`config.mk`:
```
export PLATFORM = sky130hd
export DESIGN_NAME = fetch_branch_predictor
export DESIGN_NICKNAME = d
export VERILOG_FILES = /design/src/rtl/pqr5_core_pkg.sv /design/src/rtl/bp_bht_ram.sv /design/src/rtl/fetch_branch_predictor.sv
export SDC_FILE = /design/constraint.sdc
export NUM_CORES = 1
export LEC_CHECK = 0
export CORE_MARGIN = 5
export CORE_UTILIZATION = 60
export CTS_CLUSTER_SIZE = 16
export DETAILED_ROUTE_END_ITERATION = 10
export DONT_BUFFER_PORTS = 1
export PLACE_DENSITY_LB_ADDON = 0.1
export SLEW_MARGIN = 5
export SYNTH_ARGS = -nofsm -noshare
export SYNTH_HDL_FRONTEND = slang
export SYNTH_SLANG_ARGS = --single-unit
```
`constraint.sdc`:
```
create_clock -name clk -period 11.3 [get_ports clk]
set_input_delay 2.825 -clock clk [delete_from_list [all_inputs] [get_ports clk]]
set_output_delay 2.825 -clock clk [all_outputs]
set_load 0.1 [all_outputs]
```
`src/rtl/pqr5_core_pkg.sv`:
```
// Shared PQR5 core definitions: BHT 2-bit counter encoding and branch predictor FSM states.
package pqr5_core_pkg;

  localparam int XLEN = 32;

  localparam logic [1:0] BHT_SNT = 2'b00;
  localparam logic [1:0] BHT_WNT = 2'b01;
  localparam logic [1:0] BHT_WT  = 2'b10;
  localparam logic [1:0] BHT_ST  = 2'b11;

  typedef enum logic {BP_INIT, BP_RUN} bp_state_t;

endpackage

```
`src/rtl/bp_bht_ram.sv`:
```
// BHT counter array: one read-modify-write update port, one registered lookup port.
// With BP_WR_BYPASS_EN defined, a lookup hitting the index being trained sees the trained value.
module bp_bht_ram
  import pqr5_core_pkg::*;
#(
  parameter int IDW = 6
) (
  input  logic           clk,
  input  logic           init_en,
  input  logic [IDW-1:0] init_idx,
  input  logic           upd_en,
  input  logic [IDW-1:0] upd_idx,
  input  logic           upd_taken,
  input  logic           rd_en,
  input  logic [IDW-1:0] rd_idx,
  output logic [1:0]     rd_ctr
);

  logic [1:0] mem [0:(1<<IDW)-1];
  logic [1:0] upd_cur;
  logic [1:0] upd_nxt;
  logic [1:0] rd_next;

  function automatic logic [1:0] sat_step(input logic [1:0] c, input logic t);
    if (t) return (c == BHT_ST) ? BHT_ST : c + 2'd1;
    else   return (c == BHT_SNT) ? BHT_SNT : c - 2'd1;
  endfunction

  assign upd_cur = mem[upd_idx];
  assign upd_nxt = sat_step(upd_cur, upd_taken);

  always_comb begin
    rd_next = mem[rd_idx];
`ifdef BP_WR_BYPASS_EN
    if (upd_en && (upd_idx == rd_idx)) rd_next = upd_nxt;
`endif
  end

  // Storage is not reset; the owner sweeps it to weak-NT after reset.
  always_ff @(posedge clk) begin
    if (init_en)     mem[init_idx] <= BHT_WNT;
    else if (upd_en) mem[upd_idx]  <= upd_nxt;
    if (rd_en) rd_ctr <= rd_next;
  end

endmodule

```
`src/rtl/fetch_branch_predictor.sv`:
```
// Gshare fetch predictor: GHR xor PC indexes a 2-bit counter BHT, trained by EXU resolutions.
// Optional macro BP_WR_BYPASS_EN (in bp_bht_ram) forwards same-cycle training into the lookup.
module fetch_branch_predictor
  import pqr5_core_pkg::*;
#(
  parameter logic [XLEN-1:0] PC_INIT = '0,
  parameter int              GHRW    = 4,
  parameter int              BHT_IDW = 6,
  parameter int              BPCW    = BHT_IDW + 2
) (
  input  logic              clk,
  input  logic              aresetn,
  input  logic              i_stall,
  input  logic              i_lkp_valid,
  input  logic [XLEN-1:0]   i_lkp_pc,
  input  logic              i_lkp_is_branch,
  input  logic              i_lkp_is_jal,
  input  logic              i_upd_ghr,
  input  logic              i_upd_bht,
  input  logic [BPCW-1:0]   i_upd_idx_pc,
  input  logic [GHRW-1:0]   i_upd_idx_ghr,
  input  logic              i_upd_btaken,
  output logic              o_pred_valid,
  output logic              o_pred_taken,
  output logic [XLEN-1:0]   o_pred_pc,
  output logic [GHRW-1:0]   o_ghr_snapshot,
  output logic              o_init_done
);

  bp_state_t          state;
  logic [BHT_IDW-1:0] sweep;
  logic [GHRW-1:0]    ghr;
  logic               br_p1;
  logic               jal_p1;
  logic [1:0]         ctr_p1;
  logic               run;
  logic [BHT_IDW-1:0] lkp_idx;
  logic [BHT_IDW-1:0] upd_idx;
  logic               unused_upd_pc_lo;

  assign run              = (state == BP_RUN);
  assign lkp_idx          = i_lkp_pc[BPCW-1:2] ^ BHT_IDW'(ghr);
  assign upd_idx          = i_upd_idx_pc[BPCW-1:2] ^ BHT_IDW'(i_upd_idx_ghr);
  assign unused_upd_pc_lo = ^i_upd_idx_pc[1:0];

  bp_bht_ram #(.IDW(BHT_IDW)) u_bht (
    .clk       (clk),
    .init_en   (!run),
    .init_idx  (sweep),
    .upd_en    (run && i_upd_bht),
    .upd_idx   (upd_idx),
    .upd_taken (i_upd_btaken),
    .rd_en     (run && !i_stall && i_lkp_valid),
    .rd_idx    (lkp_idx),
    .rd_ctr    (ctr_p1)
  );

  // Lookup stage p1: counter arrives registered from the BHT alongside the captured decode bits.
  assign o_pred_taken = jal_p1 | (br_p1 & ctr_p1[1]);

  always_ff @(posedge clk or negedge aresetn) begin
    if (!aresetn) begin
      state          <= BP_INIT;
      sweep          <= '0;
      ghr            <= '0;
      o_init_done    <= 1'b0;
      o_pred_valid   <= 1'b0;
      o_pred_pc      <= PC_INIT;
      o_ghr_snapshot <= '0;
      br_p1          <= 1'b0;
      jal_p1         <= 1'b0;
    end else begin
      case (state)
        BP_INIT: begin
          sweep <= sweep + BHT_IDW'(1);
          if (&sweep) begin
            state       <= BP_RUN;
            o_init_done <= 1'b1;
          end
        end
        BP_RUN: begin
          if (i_upd_ghr) ghr <= {ghr[GHRW-2:0], i_upd_btaken};
          if (!i_stall) begin
            o_pred_valid <= i_lkp_valid;
            if (i_lkp_valid) begin
              o_pred_pc      <= i_lkp_pc;
              o_ghr_snapshot <= ghr;
              br_p1          <= i_lkp_is_branch;
              jal_p1         <= i_lkp_is_jal;
            end
          end
        end
        default: state <= BP_INIT;
      endcase
    end
  end

endmodule
```
# After elaboration in Yosys (flattened, before gate mapping)
# Memories as Yosys holds them, arrays and structs flattened. A register that Yosys moved wholly into a read port is not among the register bits.
# Cells that the tools add are included.
# word_totals
wordCells,43
out_inout_bits,39
n_memories,1
reg_bits,51
ram_bits,128
mem_bits_ro,0
input_bits,53
latch_bits,0
# memory_table
memory,depth,word_bits,rd,rd_ports_with_merged_regs,write_ports,line,text
u_bht.mem,64,2,2,1,1,bp_bht_ram.sv:19,logic [1:0] mem [0:(1<<IDW)-1];
# op_classes
n_eq_ne,1
div_mod_pow,0
n_mux,12
add_sub_neg,3
bitwise_logic,6
n_shift,0
mul,0
n_reduce_logical,11
order_cmp,0
# ops
op,count
XOR 6 x 4 -> 6 bit,2
two-way mux 2 bit,4
two-way mux 1 bit,7
AND reduction 7 bit,1
"adder 6 x 1 -> 6 bit, second input constant",1
two-way mux 6 bit,1
AND reduction 6 bit,1
AND reduction 2 bit,2
logical AND 1 bit,3
AND reduction 3 bit,1
"adder 2 x 1 -> 2 bit, second input constant",1
"== test 2 bit, second input constant",1
logical NOT 2 bit,1
inverter 1 bit,2
OR reduction 2 bit,1
"subtractor 2 x 1 -> 2 bit, second input constant",1
bitwise AND 1 bit,1
logical NOT 1 bit,1
bitwise OR 1 bit,1

# Depth between registers and ports, before layout
# Gate-level depths: netlist of the first run.
# depth
word_depth,6
ltp_mapped,9
ltp_nobuf,7

# Cells and area by module
# From an unflattened synthesis of the first run, not the netlist that was laid out.
# unflattened
hier_cells,553
area_unflattened_um2,8648.3
# by_module_without_submodules
module,area_per_inst_um2,n_inst,seq_area_each_um2,cells_per_inst
bp_bht_ram,6648.9,1,3903.7,424
fetch_branch_predictor,1999.4,1,1276.2,129

# Worst setup path after synthesis of the first run
# No wires, ideal clock.
# synth_path
path_kind,in2reg
startpoint,input i_upd_idx_ghr[1]
endpoint,memory u_bht.mem[0][1] (data pin)
slack_ps,2782
n_path_buf,2
setup_ps,863
t_required_ps,10437
cell_stages,9
arrival_ps,7654
path_cell_list,xnor2_1 > clkbuf_1 > clkbuf_1 > nand2_1 > nand3_1 > nand4_1 > a41oi_1 > nor3_1 > nor4_1
# synth_via
elab_chain_cells,6
word_cells_on_any_way,10
cone_classes,add/sub (2); eq/ne (1); mux (4); bitwise (1); reduce/logical (1); memory (1)
# synth_rtl
element,line,text
"start, declared",fetch_branch_predictor.sv:21,"input logic [GHRW-1:0] i_upd_idx_ghr,"
XOR 6 x 4 -> 6 bit (*),fetch_branch_predictor.sv:43,assign upd_idx = i_upd_idx_pc[BPCW-1:2] ^ BHT_IDW'(i_upd_idx_ghr);
memory read (64 x 2 bit) (*),n/a,
subtractor 2 x 1 -> 2 bit (tied with other cells),bp_bht_ram.sv:26,else return (c == BHT_SNT) ? BHT_SNT : c - 2'd1;
"two-way mux 2 bit, on equally long branches","bp_bht_ram.sv:26, bp_bht_ram.sv:25",
two-way mux 2 bit (*),bp_bht_ram.sv:25,if (t) return (c == BHT_ST) ? BHT_ST : c + 2'd1;
two-way mux 2 bit (no source line) (*),n/a,
"end, declared",bp_bht_ram.sv:19,
# Every way passes the cells marked *; elsewhere a longest branch is shown, timed or not.

# Worst setup path after layout of the first run
# layout_path
startpoint,input i_upd_idx_ghr[3]
endpoint,memory u_bht.mem[19][0] (data pin)
# The elaborated chain is that of the path after synthesis.

==> results of run 1 <==
-- cell usage after synthesis (2+ instances only) --
cell type  count
xor2_1         2
dfrtp_1       51
nor2_1        74
a211oi_1       2
o21a_1         2
a21oi_1        2
buf_2          6
a32o_1         2
mux4_1         8
nor2b_1        3
inv_1          5
mux2_2         4
mux4_2        13
xnor2_1       10
xor2_2         2
o32ai_1        2
nand3_1       51
a41oi_1        3
nand2b_1       2
o21ai_0        4
nand2_1      266
a31oi_1       16
a21o_1         2
or3_1          2
nand4_1       20
edfxtp_1     129
clkbuf_1      26
-- worst paths after layout --
path                                     from                          to  slack, ns  cells past startpoint
max in group asynchronous             aresetn   o_pred_pc[17]$_DFFE_PN0P_       9.13                      0
setup / recovery             i_upd_idx_ghr[3]  u_bht.mem[19][0]$_DFFE_PP_       5.56                      8
min in group asynchronous             aresetn        sweep[1]$_DFFE_PN0N_       2.08                      0
hold reg to reg            jal_p1$_DFFE_PN0P_          jal_p1$_DFFE_PN0P_       0.49                      2
hold / removal             jal_p1$_DFFE_PN0P_          jal_p1$_DFFE_PN0P_       0.49                      2
setup reg to reg           ghr[0]$_DFFE_PN0P_   u_bht.rd_ctr[1]$_DFFE_PP_       8.12                      4
-- metrics by stage --
stage	hold WS, ns	cell area [um2]
detailed placement	0.4773	8200
global route	0.5269	8837
CTS	0.4935	8837
global placement	0.4588	8200
finish	0.4915	8837
floorplan	0.4461	8019
-- report_power, final --
part / internal, mW / switching [mW] / leakage, nW
Sequential: 0.701 / 0 / 1.60
Combinational: 0.0278 / 0.0571 / 1.33
Clock: 0.391 / 0.245 / 0.298
Total: 1.12 / 0.302 / 3.23
-- worst min-delay path, cell delays in order (launching register included) --
cell	delay, ns
dfrtp_1	0.35
nand2_1	0.05
nand2_1	0.06
-- layer usage --
metal | vias to the layer above | GRT usage [%] | wire length (um)
li1 | 2527 | - | -
met1 | 2688 | 33.85 | 7521
met2 | 309 | 37.44 | 8832
met3 | 47 | 7.249 | 1906
met4 | 0 | 11.22 | 629
met5 | - | 0 | 0
-- state kept, by name, indices dropped and copies added (netlist names) --
register / cells
u_bht.mem: 128
o_pred_pc: 32
sweep: 6
ghr: 4
o_ghr_snapshot: 4
br_p1: 1
jal_p1: 1
o_init_done: 1
o_pred_valid: 1
run: 1
u_bht.rd_ctr: 1
-- kinds of logic after synthesis --
logic type / count (synthesis)
AND/OR/NAND/NOR: 424
flip-flops: 180
AO/OA/AOI/OAI: 39
buffers and inverters: 39
multiplexers: 25
XOR/XNOR: 14
adder cells (fa/ha/maj): 1
-- cell type report --
cell class / count / share of cell area, %
Timing Repair Buffer: 9 / 0.7645
Clock inverter: 14 / 2.350
Sequential cell: 180 / 58.28
Clock buffer: 18 / 4.856
Multi-Input combinational cell: 503 / 31.05
Tap cell: 176 / 2.492
Inverter: 5 / 0.2124
==> run summary, run 1 <==
Status = completed
Synthesized area per cell = 11.11 um2
Post-Place Cells = 873
Most area-consuming cells after synthesis = edfxtp_1, dfrtp_1, nand2_1
Critical path buffers and inverters = 1
Syn_nets = 776
Worst path cell trace = xnor2_1 -> and2_1 -> a31oi_1 -> nand4_1 -> a41oi_1 -> nor3b_1 -> a2111o_1 -> buf_4
Initial antenna violation count = 0
CP top delay family = simple AND/OR/NAND/NOR gates
Slowest Stage Delay on Critical Path = 0.70 ns
Via Count = 5571
Gr ovfl total = 0
Starting Density = 60.79%
Fmax = 174.2 MHz
Post-synth top area share = 48.31%
CP max FO = 40
Fraction of layout cells with a size suffix above 1 = 8.230%
Die H = 125.6 um
Ys async rst share = 28.33%
Place WS = 5.138 ns
Fill cell count = 973
ANT nets after route = 0
Max cap viols = 0
Boundary Pins = 92
Hold Buf Count CTS = 0
Synth Area in Adders = 0.1560%
Final min period = 5.740 ns
Most frequent cells in the layout = nand2_1, edfxtp_1, nor2_1
Crit end category = register
Post-Syn Area = 0.008019 mm2
Final hold vios = 0
Sequential cell area = 0.005150 mm2
Clock Pin Slew Worst Setup and Hold Paths = 0.06 ns
Seq/Total Area, Yosys = 64.22%
EDFF count, synth = 129
Hpwl dp = 12260 um
Antenna cell count = 0
Pin count of the biggest net entering global routing = 67
Area of the multi-input gates = 0.002744 mm2
Tot Pwr = 1.421 mW
Finish-stage setup viols = 0
DRC Markers = 0
Slew @ Worst Pin = 1.162 ns
Port Buf Inserts = 0
P per Cell Area = 160.8 mW/mm2
Skew-Pair Late Insertion Delay = 0.44 ns
Clk root buf = clkbuf_16
Via/cell ratio = 6.156
Leakage = 3.227 nW
Final core utilization = 67.00%
Max Root-Sink Buffers = 2
Synth Area in XOR/XNOR = 1.716%
Total core area = 0.01319 mm2
Post_cts resized = 0
Worst-case vdd ir drop = 0.0001028 V
First-pass GRT wire length = 29950 um
Tot GR Track Use = 24.86%
NumNets Final = 770
Layout area overhead = 10.20%
Clk sinks = 180
Initial DRC Count = 614
Drt pass-1 iters = 5
Max-slew violation count = 0
Main synth FF type = edfxtp_1
Cells after Synth = 722
Synth Area in Simple Gates = 21.69%
Chip Width = 125.6 um
FP Rows = 42
CTS tree = yes
Critical path class = input port to register
Inserted Clock Buffers = 17
Unique masters post-synth = 40
WP data arrival = 5.94 ns
Total negative slack = 0 ns
Finished Layout Cells = 905
Post-DR wirelength/cell = 20.87 um
H-tree depth = 4
RSZ-0062 raised after global routing = false
Min setup slack post-route = 5.560 ns
Most common cell after layout, fill and taps aside = nand2_1
Critical Path RT = 11.50 ns
Fin crit share = 50.80%
Vias in the first global route = 5460
Largest area contributor in the netlist = edfxtp_1
Largest family of logic cells by synthesized area = simple AND/OR/NAND/NOR gates
Slew margin rel. = 22.43%
Compound-cell area share of the yosys netlist = 3.370%
Yosys reg bits = 180
Setup Buffers After CTS = 0
Slowest CP cell = and2_1
Synth warnings = 0
Hold Crit Class = register to register
Skew final = 0.008312 ns
Mux cell area share after synthesis = 6.834%
Worst setup SP type = input port
Gpl congestion = 0.8835
Routed WL = 18890 um
Die area = 0.01578 mm2
No activity file was read; power rests on OpenSTA's default activity.
==> run 2, diff against run 1 <==
- CORE_UTILIZATION: 60 -> 57
- clock period: 11.3 -> 5.1 ns (I/O delays scaled with it)
==> run 2 against run 1 <==
- sequential share of layout area decreased by 0.27 points
- die area grew 4.8%
- via count increased by 0.11%
- setup slack got worse by 4.3 ns
- count of clock-buffer cells in the layout grew 2
- clock power increased by 120%
- critical path depth unchanged
- power is 120% higher
- critical path type unchanged
- critical endpoint is now u_bht.mem[27][0]$_DFFE_PP_
- largest cell class unchanged
- largest power group unchanged
- highest routed layer unchanged
==> run summary, run 2 (same netlist as run 1, synthesis figures left out) <==
DRC Markers = 0
H-tree depth = 4
FP Rows = 43
Skew final = 0.007733 ns
Worst hold slack = 0.4925 ns
Routed WL = 19430 um
Min setup slack post-route = 1.283 ns
Initial DRC Count = 553
Critical path class = input port to register
Die area = 0.01654 mm2
Most frequent cells in the layout = nand2_1, edfxtp_1, nor2_1
Worst setup SP type = input port
Slew @ Worst Pin = 1.150 ns
Drt pass-1 iters = 5
Max-slew violation count = 0
Finish-stage setup viols = 0
P per Cell Area = 352.6 mW/mm2
Worst-case vdd ir drop = 0.0002293 V
Max Root-Sink Buffers = 2
Clk root buf = clkbuf_16
Via/cell ratio = 6.115
Total negative slack = 0 ns
Status = completed
Pin count of the biggest net entering global routing = 67
Place WS = 0.9344 ns
Post-DR wirelength/cell = 21.30 um
Tot Pwr = 3.131 mW
Fill cell count = 1068
Boundary Pins = 92
Post_cts resized = 0
ANT nets after route = 0
Clk sinks = 180
Gpl congestion = 0.9342
Fin crit share = 74.85%
Via Count = 5577
Chip Width = 128.6 um
Hpwl dp = 12840 um
Sequential cell area = 0.005150 mm2
Inserted Clock Buffers = 17
Total core area = 0.01383 mm2
Most common cell after layout, fill and taps aside = nand2_1
Starting Density = 57.99%
Top reg by flops = u_bht.mem
Initial antenna violation count = 0
Die H = 128.6 um
Crit end category = register
WP data arrival = 3.95 ns
Critical Path RT = 5.23 ns
Leakage = 3.254 nW
Final min period = 3.817 ns
Tot GR Track Use = 23.84%
Hold Buf Count CTS = 0
Slew margin rel. = 23.23%
Fmax = 262.0 MHz
Hold Crit Class = register to register
Fraction of layout cells with a size suffix above 1 = 8.470%
Skew-Pair Late Insertion Delay = 0.43 ns
Regs by FF count = u_bht.mem x128, o_pred_pc x32, sweep x6
Layout area overhead = 10.72%
CTS tree = yes
CP max FO = 36
RSZ-0062 raised after global routing = false
First-pass GRT wire length = 29760 um
Setup Buffers After CTS = 0
Clock Pin Slew Worst Setup and Hold Paths = 0.06 ns
Gr ovfl total = 0
Largest register FFs = 128
Max cap viols = 0
Antenna cell count = 0
NumNets Final = 774
Port Buf Inserts = 0
Final hold vios = 0
Area of the multi-input gates = 0.002741 mm2
Vias in the first global route = 5545
==> run 2: cell types whose count changed in the layout (fill, tap and decap cells not counted), sizes merged <==
cell | previous run | this run
clkinv | 3 | 4
clkbuf | 18 | 20
clkinvlp | 4 | 2
inv | 7 | 5
buf | 9 | 13
==> run 2: final timing paths <==
| path | startpoint | to | slack, ns | cells after the start |
|---|---|---|---|---|
| setup / recovery | i_upd_idx_ghr[0] | u_bht.mem[27][0]$_DFFE_PP_ | 1.28 | 8 |
| hold / removal | br_p1$_DFFE_PN0P_ | br_p1$_DFFE_PN0P_ | 0.49 | 2 |
| setup reg to reg | ghr[0]$_DFFE_PN0P_ | u_bht.rd_ctr[1]$_DFFE_PP_ | 2.22 | 5 |
| hold reg to reg | br_p1$_DFFE_PN0P_ | br_p1$_DFFE_PN0P_ | 0.49 | 2 |
| max in group asynchronous | aresetn | o_pred_pc[20]$_DFFE_PN0P_ | 4.48 | 0 |
| min in group asynchronous | aresetn | o_ghr_snapshot[2]$_DFFE_PN0P_ | 0.54 | 0 |
==> run 2: report_power, final <==
group	switching (mW)	leakage, nW	internal, mW
clock	0.518	0.297	0.861
combinational	0.132	1.35	0.0668
sequential	0	1.60	1.55
==> run 2: cell type report <==
type / count / share of cell area, %
clock buffer: 20 / 4.918
tap: 180 / 2.537
inverter: 5 / 0.2114
sequential: 180 / 58.00
timing repair buffer: 13 / 1.381
multi-input combinational: 503 / 30.88
clock inverter: 11 / 2.072
==> run 2: routing by layer <==
layer	share of wire, %	global-route usage [%]	vias up
met5	0	0	-
met4	2.1	7.659	0
met3	10	6.600	40
met2	48	39.75	294
met1	39	30.62	2719
li1	-	-	2524
==> run 2: per-stage QoR <==
stage          area, um2  util [%]  instances
2_1_floorplan       8034         -        722
3_3_place_gp        8258     59.72        881
3_5_place_dp        8258     59.72        881
4_1_cts             8879     64.21        912
5_1_grt             8879     64.21        912
6_report            8879     64.21        912
==> run 2: worst max-delay path: stages <==
cell	delay, ns
xnor2_1	0.41
and2_1	0.72
nand3_1	0.15
nand4_1	0.19
nand4_1	0.23
a21o_1	0.25
a2111o_1	0.45
buf_4	0.27
==> run 3, diff against run 2 <==
- CORE_UTILIZATION: 57 -> 60
- clock period: 5.1 -> 3.6 ns (I/O delays scaled with it)
==> run 3 against run 2 <==
- die area shrank 4.6%
- final cell count grew 0.22%
- wire length grew 0.63%
- core utilization grew 3.8 points
- critical path type unchanged
==> run summary, run 3 (same netlist as run 1, synthesis figures left out) <==
Final min period = 2.870 ns
Post_cts resized = 0
Via Count = 5624
Most frequent cells in the layout = nand2_1, edfxtp_1, nor2_1
Slowest CP cell = a41oi_2
Gr ovfl total = 0
Clk root buf = clkbuf_16
P per Cell Area = 474.2 mW/mm2
First-pass GRT wire length = 30960 um
Most common cell after layout, fill and taps aside = nand2_1
Layout area overhead = 11.94%
Largest register FFs = 128
Setup slack, reg-to-reg = 0.80 ns
RSZ-0062 raised after global routing = false
Inserted Clock Buffers = 17
Post-Place Cells = 882
Worst flop-to-flop path endpoint = u_bht.rd_ctr[1]$_DFFE_PP_
Crit end category = register
Total core area = 0.01319 mm2
Initial antenna violation count = 0
Worst path cell trace = xor2_4 -> buf_12 -> nand2_1 -> a31oi_1 -> nand4_1 -> a41oi_2 -> nor2_1 -> a2111o_1 -> buf_4
Routed WL = 19550 um
Worst-case vdd ir drop = 0.0003495 V
Final core utilization = 68.05%
Die H = 125.6 um
Tot GR Track Use = 25.53%
Pin count of the biggest net entering global routing = 65
CP top delay family = compound AO/OA/AOI/OAI gates
Top reg by flops = u_bht.mem
Slew @ Worst Pin = 0.9320 ns
Max Root-Sink Buffers = 2
Hold Crit Class = input port to async pin
Regs by FF count = u_bht.mem x128, o_pred_pc x32, sweep x6
CP max FO = 64
Antenna cell count = 0
FP Rows = 42
CTS tree = yes
Drt pass-1 iters = 5
Max cap viols = 0
Worst setup SP type = input port
Skew-Pair Late Insertion Delay = 0.43 ns
Setup Buffers After CTS = 0
Critical path buffers and inverters = 2
Hpwl dp = 12440 um
Skew final = 0.006814 ns
Finished Layout Cells = 914
Reg2Reg Depth = 5
Fin crit share = 79.73%
Tot Pwr = 4.257 mW
Finish-stage setup viols = 0
Leakage = 3.293 nW
Max-slew violation count = 0
Critical path class = input port to register
Fraction of layout cells with a size suffix above 1 = 10.70%
H-tree depth = 4
WP data arrival = 3.01 ns
Starting Density = 60.79%
Final hold vios = 0
Fill cell count = 1003
Initial DRC Count = 516
Via/cell ratio = 6.153
Post-DR wirelength/cell = 21.39 um
Clk sinks = 180
NumNets Final = 779
Port Buf Inserts = 0
Boundary Pins = 92
Fmax = 348.4 MHz
Critical Path RT = 3.74 ns
Hold Buf Count CTS = 0
Die area = 0.01578 mm2
Gpl congestion = 0.8742
Slew margin rel. = 37.87%
Slowest Stage Delay on Critical Path = 0.39 ns
Worst reg2reg path startpoint = ghr[0]$_DFFE_PN0P_
Vias in the first global route = 5726
Clock Pin Slew Worst Setup and Hold Paths = 0.07 ns
Status = completed
Chip Width = 125.6 um
ANT nets after route = 0
DRC Markers = 0
==> run 3: cell types whose count changed in the layout (fill, tap and decap cells not counted), sizes merged <==
cell,before,now
clkinv,4,3
clkbuf,20,19
bufinv,5,0
inv,5,13
buf,13,18
==> run 3: worst max-delay path by stage <==
| stage | startpoint | to | slack (ns) | depth (start not counted) |
|---|---|---|---|---|
| after floorplan | i_upd_idx_ghr[0] | u_bht.mem[0][1]$_DFFE_PP_ | -0.17 | 9 |
| after global placement | i_upd_idx_ghr[3] | u_bht.mem[2][0]$_DFFE_PP_ | 0.39 | 9 |
| after detailed placement | i_upd_idx_ghr[3] | u_bht.mem[11][0]$_DFFE_PP_ | 0.33 | 9 |
| after CTS | i_upd_idx_pc[3] | u_bht.mem[11][0]$_DFFE_PP_ | 0.78 | 9 |
| after global routing | i_upd_idx_ghr[3] | u_bht.mem[11][0]$_DFFE_PP_ | 0.62 | 9 |
| final | i_upd_idx_pc[3] | u_bht.mem[11][0]$_DFFE_PP_ | 0.73 | 9 |
==> run 3: area by class of cell <==
class / instances / area [um2] / area share, %
multi-input combinational: 503 / 2820 / 31.42
clock inverter: 13 / 92.59 / 1.032
tap: 176 / 220.2 / 2.453
timing repair buffer: 18 / 210.2 / 2.342
inverter: 5 / 18.77 / 0.2091
clock buffer: 19 / 464.2 / 5.171
sequential: 180 / 5150 / 57.37
==> run 3: power breakdown <==
group          switching, mW  internal [mW]  total (mW)
combinational          0.191          0.113       0.305
sequential                 0           2.20        2.20
clock                  0.805          0.948        1.75
==> run 3: metrics by stage <==
| stage | TNS (ns) | cell area (um2) | hold WS [ns] | setup slack [ns] |
|---|---|---|---|---|
| floorplan | -10.85 | 8173 | 0.4461 | -0.1695 |
| global placement | 0 | 8419 | 0.4612 | 0.3910 |
| detailed placement | 0 | 8419 | 0.4734 | 0.3317 |
| CTS | 0 | 8976 | 0.1429 | 0.7766 |
| global route | 0 | 8976 | 0.1379 | 0.6219 |
| finish | 0 | 8976 | 0.1561 | 0.7299 |
==> run 3: routing by layer <==
layer / global-route usage [%] / wire length (um) / vias to the layer above
met4: 12.12 / 661 / 0
met3: 8.998 / 2287 / 51
met5: 0 / 0 / -
met1: 32.01 / 7317 / 2705
met2: 39.99 / 9282 / 332
li1: - / - / 2536
==> RTL change 1: new RTL, config.mk and constraints of run 1 <==
Reset style: synchronous (`aresetn`), changed in one clocked block.
--- a/src/rtl/fetch_branch_predictor.sv
+++ b/src/rtl/fetch_branch_predictor.sv
@@ -59,5 +59,5 @@
   assign o_pred_taken = jal_p1 | (br_p1 & ctr_p1[1]);
 
-  always_ff @(posedge clk or negedge aresetn) begin
+  always_ff @(posedge clk) begin
     if (!aresetn) begin
       state          <= BP_INIT;
Function: same outputs for any inputs over 10 cycles, from zero or initial values and one cycle with aresetn low; that may be too few to reach the edited logic, so the function may still have changed.
==> RTL change 1 against run 1 <==
Maximum frequency shrank 3.0%; non-clock buffer count grew 1; via count shrank 1.0%; sequential power is essentially flat; sequential cell count is the same; power shrank 0.85%; count of clock-buffer cells in the layout is the same; wire length grew 1.3%; die area grew 0.23%; core utilization grew 0.30 points; synthesized area grew 0.25%; worst setup slack lost 0.18 ns; design area grew 0.45%; critical path depth grew 2; largest cell class unchanged.
==> RTL change 1: results (changes against run 1) <==
** Power and ir drop
- The internal power component is 1.10 mW (was 1.12 mW).
- Pwr/cell area :: 159 nW/um^2 (was 161 nW/um^2)
- The combinational group share of total power is 6.7% (was 6.0%).
- Total leakage power :: 2.96 nW (was 3.23 nW)

** STA
- Maximum clock skew at final layout :: 0.00673 ns (was 0.00831 ns)
- Worst Hold Slack :: 0.478 ns (was 0.491 ns)
- Post-route setup slack :: 5.38 ns (was 5.56 ns)

** Global routing
- The global-route met3 utilization is 6.52% (was 7.25%).
- Via count of the first global-routing pass :: 5491 (was 5460)
- The global-route usage over all layers was 24.5% (was 24.9%).
- Global Route met2 Usage :: 39.2% (was 37.4%)
- The maximum number of pins on one net before global-route repair is 58 (was 67).
- Met1 track demand over resource in global routing :: 32.3% (was 33.9%)

** Critical path
- The worst-case register-to-register setup slack is 8.05 ns (was 8.12 ns).
- The termination of the worst setup path is u_bht.mem[42][0] (was u_bht.mem[19][0]).
- The top fanout value on the critical path is 54 (was 40).
- The cell with the largest stage delay on the worst path is sky130_fd_sc_hd__nor2_1 (was sky130_fd_sc_hd__and2_1).
- The critical register-to-register path startpoint is ghr[0] (unchanged).

** Placed design
- Placement-stage worst setup slack :: 4.71 ns (was 5.14 ns)
- Global placement routability congestion :: 0.910 (was 0.884)
- The total placed cells including tap cells was 842 (was 873).
- The sum of net half-perimeters after detailed placement came to 12.7 mm (was 12.3 mm).

** Outcome
- Outcome :: finished clean (unchanged)

** Floorplan
- Die width :: 126 microns (about the same)

** Cells and area
- Number of inserted filler cells in the final layout :: 980 (was 973)
- Post-route non-filler standard cell count :: 875 (was 905)

** Route
- Metal2 WL :: 9.05 mm (was 8.83 mm)
- The total detailed-routing wirelength came to 19.1 mm (was 18.9 mm).

** Logic synthesis
- Count of distinct cell types in the synthesized netlist :: 45 (was 40)
- The post-synthesis sequential area ratio came to 60.9% (was 64.2%).
==> RTL change 1: cell count changes after synthesis, sizes merged, moves of 8 or more <==
cell	change
nand4	-13
a32oi	+10
nand2	-80
a21boi	+43
dfxtp	+51
nand3	-19
dfrtp	-51
clkbuf	-8
mux2i	+13
==> RTL change 1: final cells by class <==
class / instances / area [sq um] / share of cell area [%]
Clock buffer: 18 / 429 / 4.83
Clock inverter: 14 / 184 / 2.07
Inverter: 4 / 15.0 / 0.169
Multi-Input combinational cell: 473 / 3050 / 34.4
Sequential cell: 180 / 4890 / 55.1
Tap cell: 176 / 220 / 2.48
Timing Repair Buffer: 10 / 82.6 / 0.930
==> RTL change 1: cell families (layout without fill, tap and decap cells) <==
logic type,count (synthesis),after routing,share of synthesized area [%]
xor gates and xnor gates,16,16,2.07
DFF,180,180,60.9
muxes,42,42,10.3
AOI/OAI and AO/OA,94,94,8.72
buffers and inverters,33,46,1.76
adders and majority gates,1,1,0.156
and+or+nand+nor,320,320,16.2
==> RTL change 2: new RTL, settings of run 1 <==
Made on the original files. Change the parameter `BHT_IDW` from 6 to 7.
--- a/src/rtl/fetch_branch_predictor.sv
+++ b/src/rtl/fetch_branch_predictor.sv
@@ -6,5 +6,5 @@
   parameter logic [XLEN-1:0] PC_INIT = '0,
   parameter int              GHRW    = 4,
-  parameter int              BHT_IDW = 6,
+  parameter int              BHT_IDW = 7,
   parameter int              BPCW    = BHT_IDW + 2
 ) (
Ports: changed (resized i_upd_idx_pc); port bits go from 92 to 93. No check against the original RTL was run, so the function may have changed too.
==> RTL change 2 against run 1 <==
Maximum frequency decreased by 20%; design area increased by 72%; power increased by 64%; clock skew increased by 0.0030 ns; global-route usage increased by 1.0 points; critical path depth increased by 2; synthesized area increased by 74%; worst setup slack got worse by 1.4 ns; core utilization decreased by 0.24 points; wire length increased by 79%; sequential cell count increased by 129; critical path type unchanged.
==> RTL change 2: results (changes against run 1) <==
** Power and ir drop
- Worst IR Drop VDD :: 0.128 mV (was 0.103 mV)
- Part of the total power dissipated in combinational logic :: 5.0% (was 6.0%)
- The internal power component was 1.84 mW (was 1.12 mW).
- The portion of total power attributed to sequential cells was 52.4% (was 49.3%).

** Clocking
- The number of H-tree branching levels is 1 (was 4).
- Maximum buffer depth of the clock tree :: 3 (was 2)
- The number of CTS-inserted buffers came to 31 (was 17).
- The clock latency reported for the late side of the worst-skew pair is 0.56 ns (was 0.44 ns).

** Route
- The ratio of routed vias to standard cells came to 6.55 (was 6.16).
- The number of design-rule violations left by the first detailed-router iteration was 986 (was 614).
- Sum of routed wire length over all layers :: 33.7 mm (was 18.9 mm)

** Critical path
- Worst-case register-to-register setup slack :: 7.37 ns (was 8.12 ns)
- Worst Reg2Reg Path Length in Cells :: 8 (was 4)
- Worst reg2reg path endpoint :: u_bht.mem[49][1] (was u_bht.rd_ctr[1])
- Reg-to-reg startpoint :: u_bht.mem[20][1] (was ghr[0])
- The arrival time at the worst endpoint came to 7.42 ns (was 5.94 ns).

** Cells and area
- The number of nets at the end of the flow came to 1029 (was 770).
- Largest registers ranked by flip-flop count :: u_bht.mem (256), o_pred_pc (32), sweep (7) (was u_bht.mem (128), o_pred_pc (32), sweep (6))
- The share of post-route cells with drive strength above 1 is 15.4% (was 8.23%).
- Sequential cell area :: 9020 sq um (was 5150 sq um)

** Outcome
- Outcome :: finished clean (unchanged)

** Worst hold path
- The class of the worst hold path is flip-flop to flip-flop (unchanged).
- The startpoint of the tightest hold check path is br_p1 (was jal_p1).
- Worst hold path endpoint :: br_p1 (was jal_p1)

** STA
- Worst Hold Slack :: 0.488 ns (was 0.491 ns)
- The normalized max-slew margin is 21.3% (was 22.4%).

** Placed design
- The sum of net half-perimeters after detailed placement came to 21.6 mm (was 12.3 mm).

** Logic synthesis
- Sequential element share of the synthesized area :: 64.8% (was 64.2%)
- Post-synth EDFFs :: 257 (was 129)
- Leading cell types by count after synthesis :: sky130_fd_sc_hd__edfxtp_1 (257), sky130_fd_sc_hd__nand2_1 (214), sky130_fd_sc_hd__nor2_1 (152) (was sky130_fd_sc_hd__nand2_1 (266), sky130_fd_sc_hd__edfxtp_1 (129), sky130_fd_sc_hd__nor2_1 (74))
- Count of distinct cell types in the synthesized netlist :: 52 (was 40)
- Async set-or-reset flop fraction in the synthesized netlist :: 16.8% (was 28.3%)
- Biggest area contributors in the synthesized netlist: sky130_fd_sc_hd__edfxtp_1 (55%), sky130_fd_sc_hd__mux4_2 (13%), sky130_fd_sc_hd__dfrtp_1 (9.3%) (was sky130_fd_sc_hd__edfxtp_1 (48%), sky130_fd_sc_hd__dfrtp_1 (16%), sky130_fd_sc_hd__nand2_1 (12%)).

** Global routing
- The number of global-route vias before repair came to 8502 (was 5460).
- Total track usage :: 25.9% (was 24.9%)
==> RTL change 2: worst max path at each step <==
stage / depth (start not counted) / to / slack [ns] / from
2_1_floorplan: 12 / u_bht.mem[0][0] / 2.08 / i_upd_idx_ghr[0]
3_3_place_gp: 10 / u_bht.mem[42][1] / 3.75 / i_upd_idx_ghr[1]
3_5_place_dp: 10 / u_bht.mem[49][1] / 3.59 / i_upd_idx_ghr[1]
4_1_cts: 10 / u_bht.mem[4][1] / 4.16 / i_upd_idx_ghr[1]
5_1_grt: 10 / u_bht.mem[41][1] / 3.90 / i_upd_idx_pc[3]
6_report: 10 / u_bht.mem[49][1] / 4.12 / i_upd_idx_ghr[1]
==> RTL change 2: metrics by stage <==
| stage | setup WS (ns) | instance area [sq um] | cells | total power, mW | util, % |
|---|---|---|---|---|---|
| 2_1_floorplan | 2.08 | 13900 | 978 | 1.33 | - |
| 3_3_place_gp | 3.75 | 14200 | 1254 | 1.36 | 62.4 |
| 3_5_place_dp | 3.59 | 14200 | 1254 | 1.36 | 62.4 |
| 4_1_cts | 4.16 | 15200 | 1312 | 2.34 | 66.8 |
| 5_1_grt | 3.90 | 15200 | 1312 | 2.39 | 66.8 |
| 6_report | 4.12 | 15200 | 1312 | 2.32 | 66.8 |
==> RTL change 2: worst max-delay path, stage by stage <==
cell and delay, ns:
sky130_fd_sc_hd__xor2_4 0.76, sky130_fd_sc_hd__buf_4 0.51, sky130_fd_sc_hd__mux4_2 0.27, sky130_fd_sc_hd__nand2_1 0.07, sky130_fd_sc_hd__a31oi_1 0.34, sky130_fd_sc_hd__o22ai_1 0.18
sky130_fd_sc_hd__or4_1 0.58, sky130_fd_sc_hd__maj3_2 0.34, sky130_fd_sc_hd__nor2_4 0.65, sky130_fd_sc_hd__buf_4 0.77
==> RTL change 2: kinds of logic after synthesis <==
kind of cell / count (synthesis) / share of synthesized area (%)
fa+ha+maj: 2 / 0.171
simple gates: 439 / 12.9
compound gates: 58 / 2.96
buf+inv: 53 / 2.12
mux: 99 / 15.8
flops: 309 / 64.8
xor+xnor: 18 / 1.32
==> RTL change 2: area by class of cell <==
class | count | share of cell area [%]
Clock buffer | 49 | 6.02
Multi-Input combinational cell | 616 | 30.8
Sequential cell | 309 | 59.3
Timing Repair Buffer | 13 | 0.642
Inverter | 3 | 0.0740
Clock inverter | 9 | 0.535
Tap cell | 313 | 2.58
==> RTL change 2: per-layer routing <==
layer  up-vias  GRT usage, %  wire [microns]  share of wire (%)
li1       3671             -               -                  -
met1      4319          36.7           12900                 38
met2       521          41.8           16100                 48
met3        81          5.24            3690                 11
met4         0          7.07             983                2.9
met5         -             0               0                  0
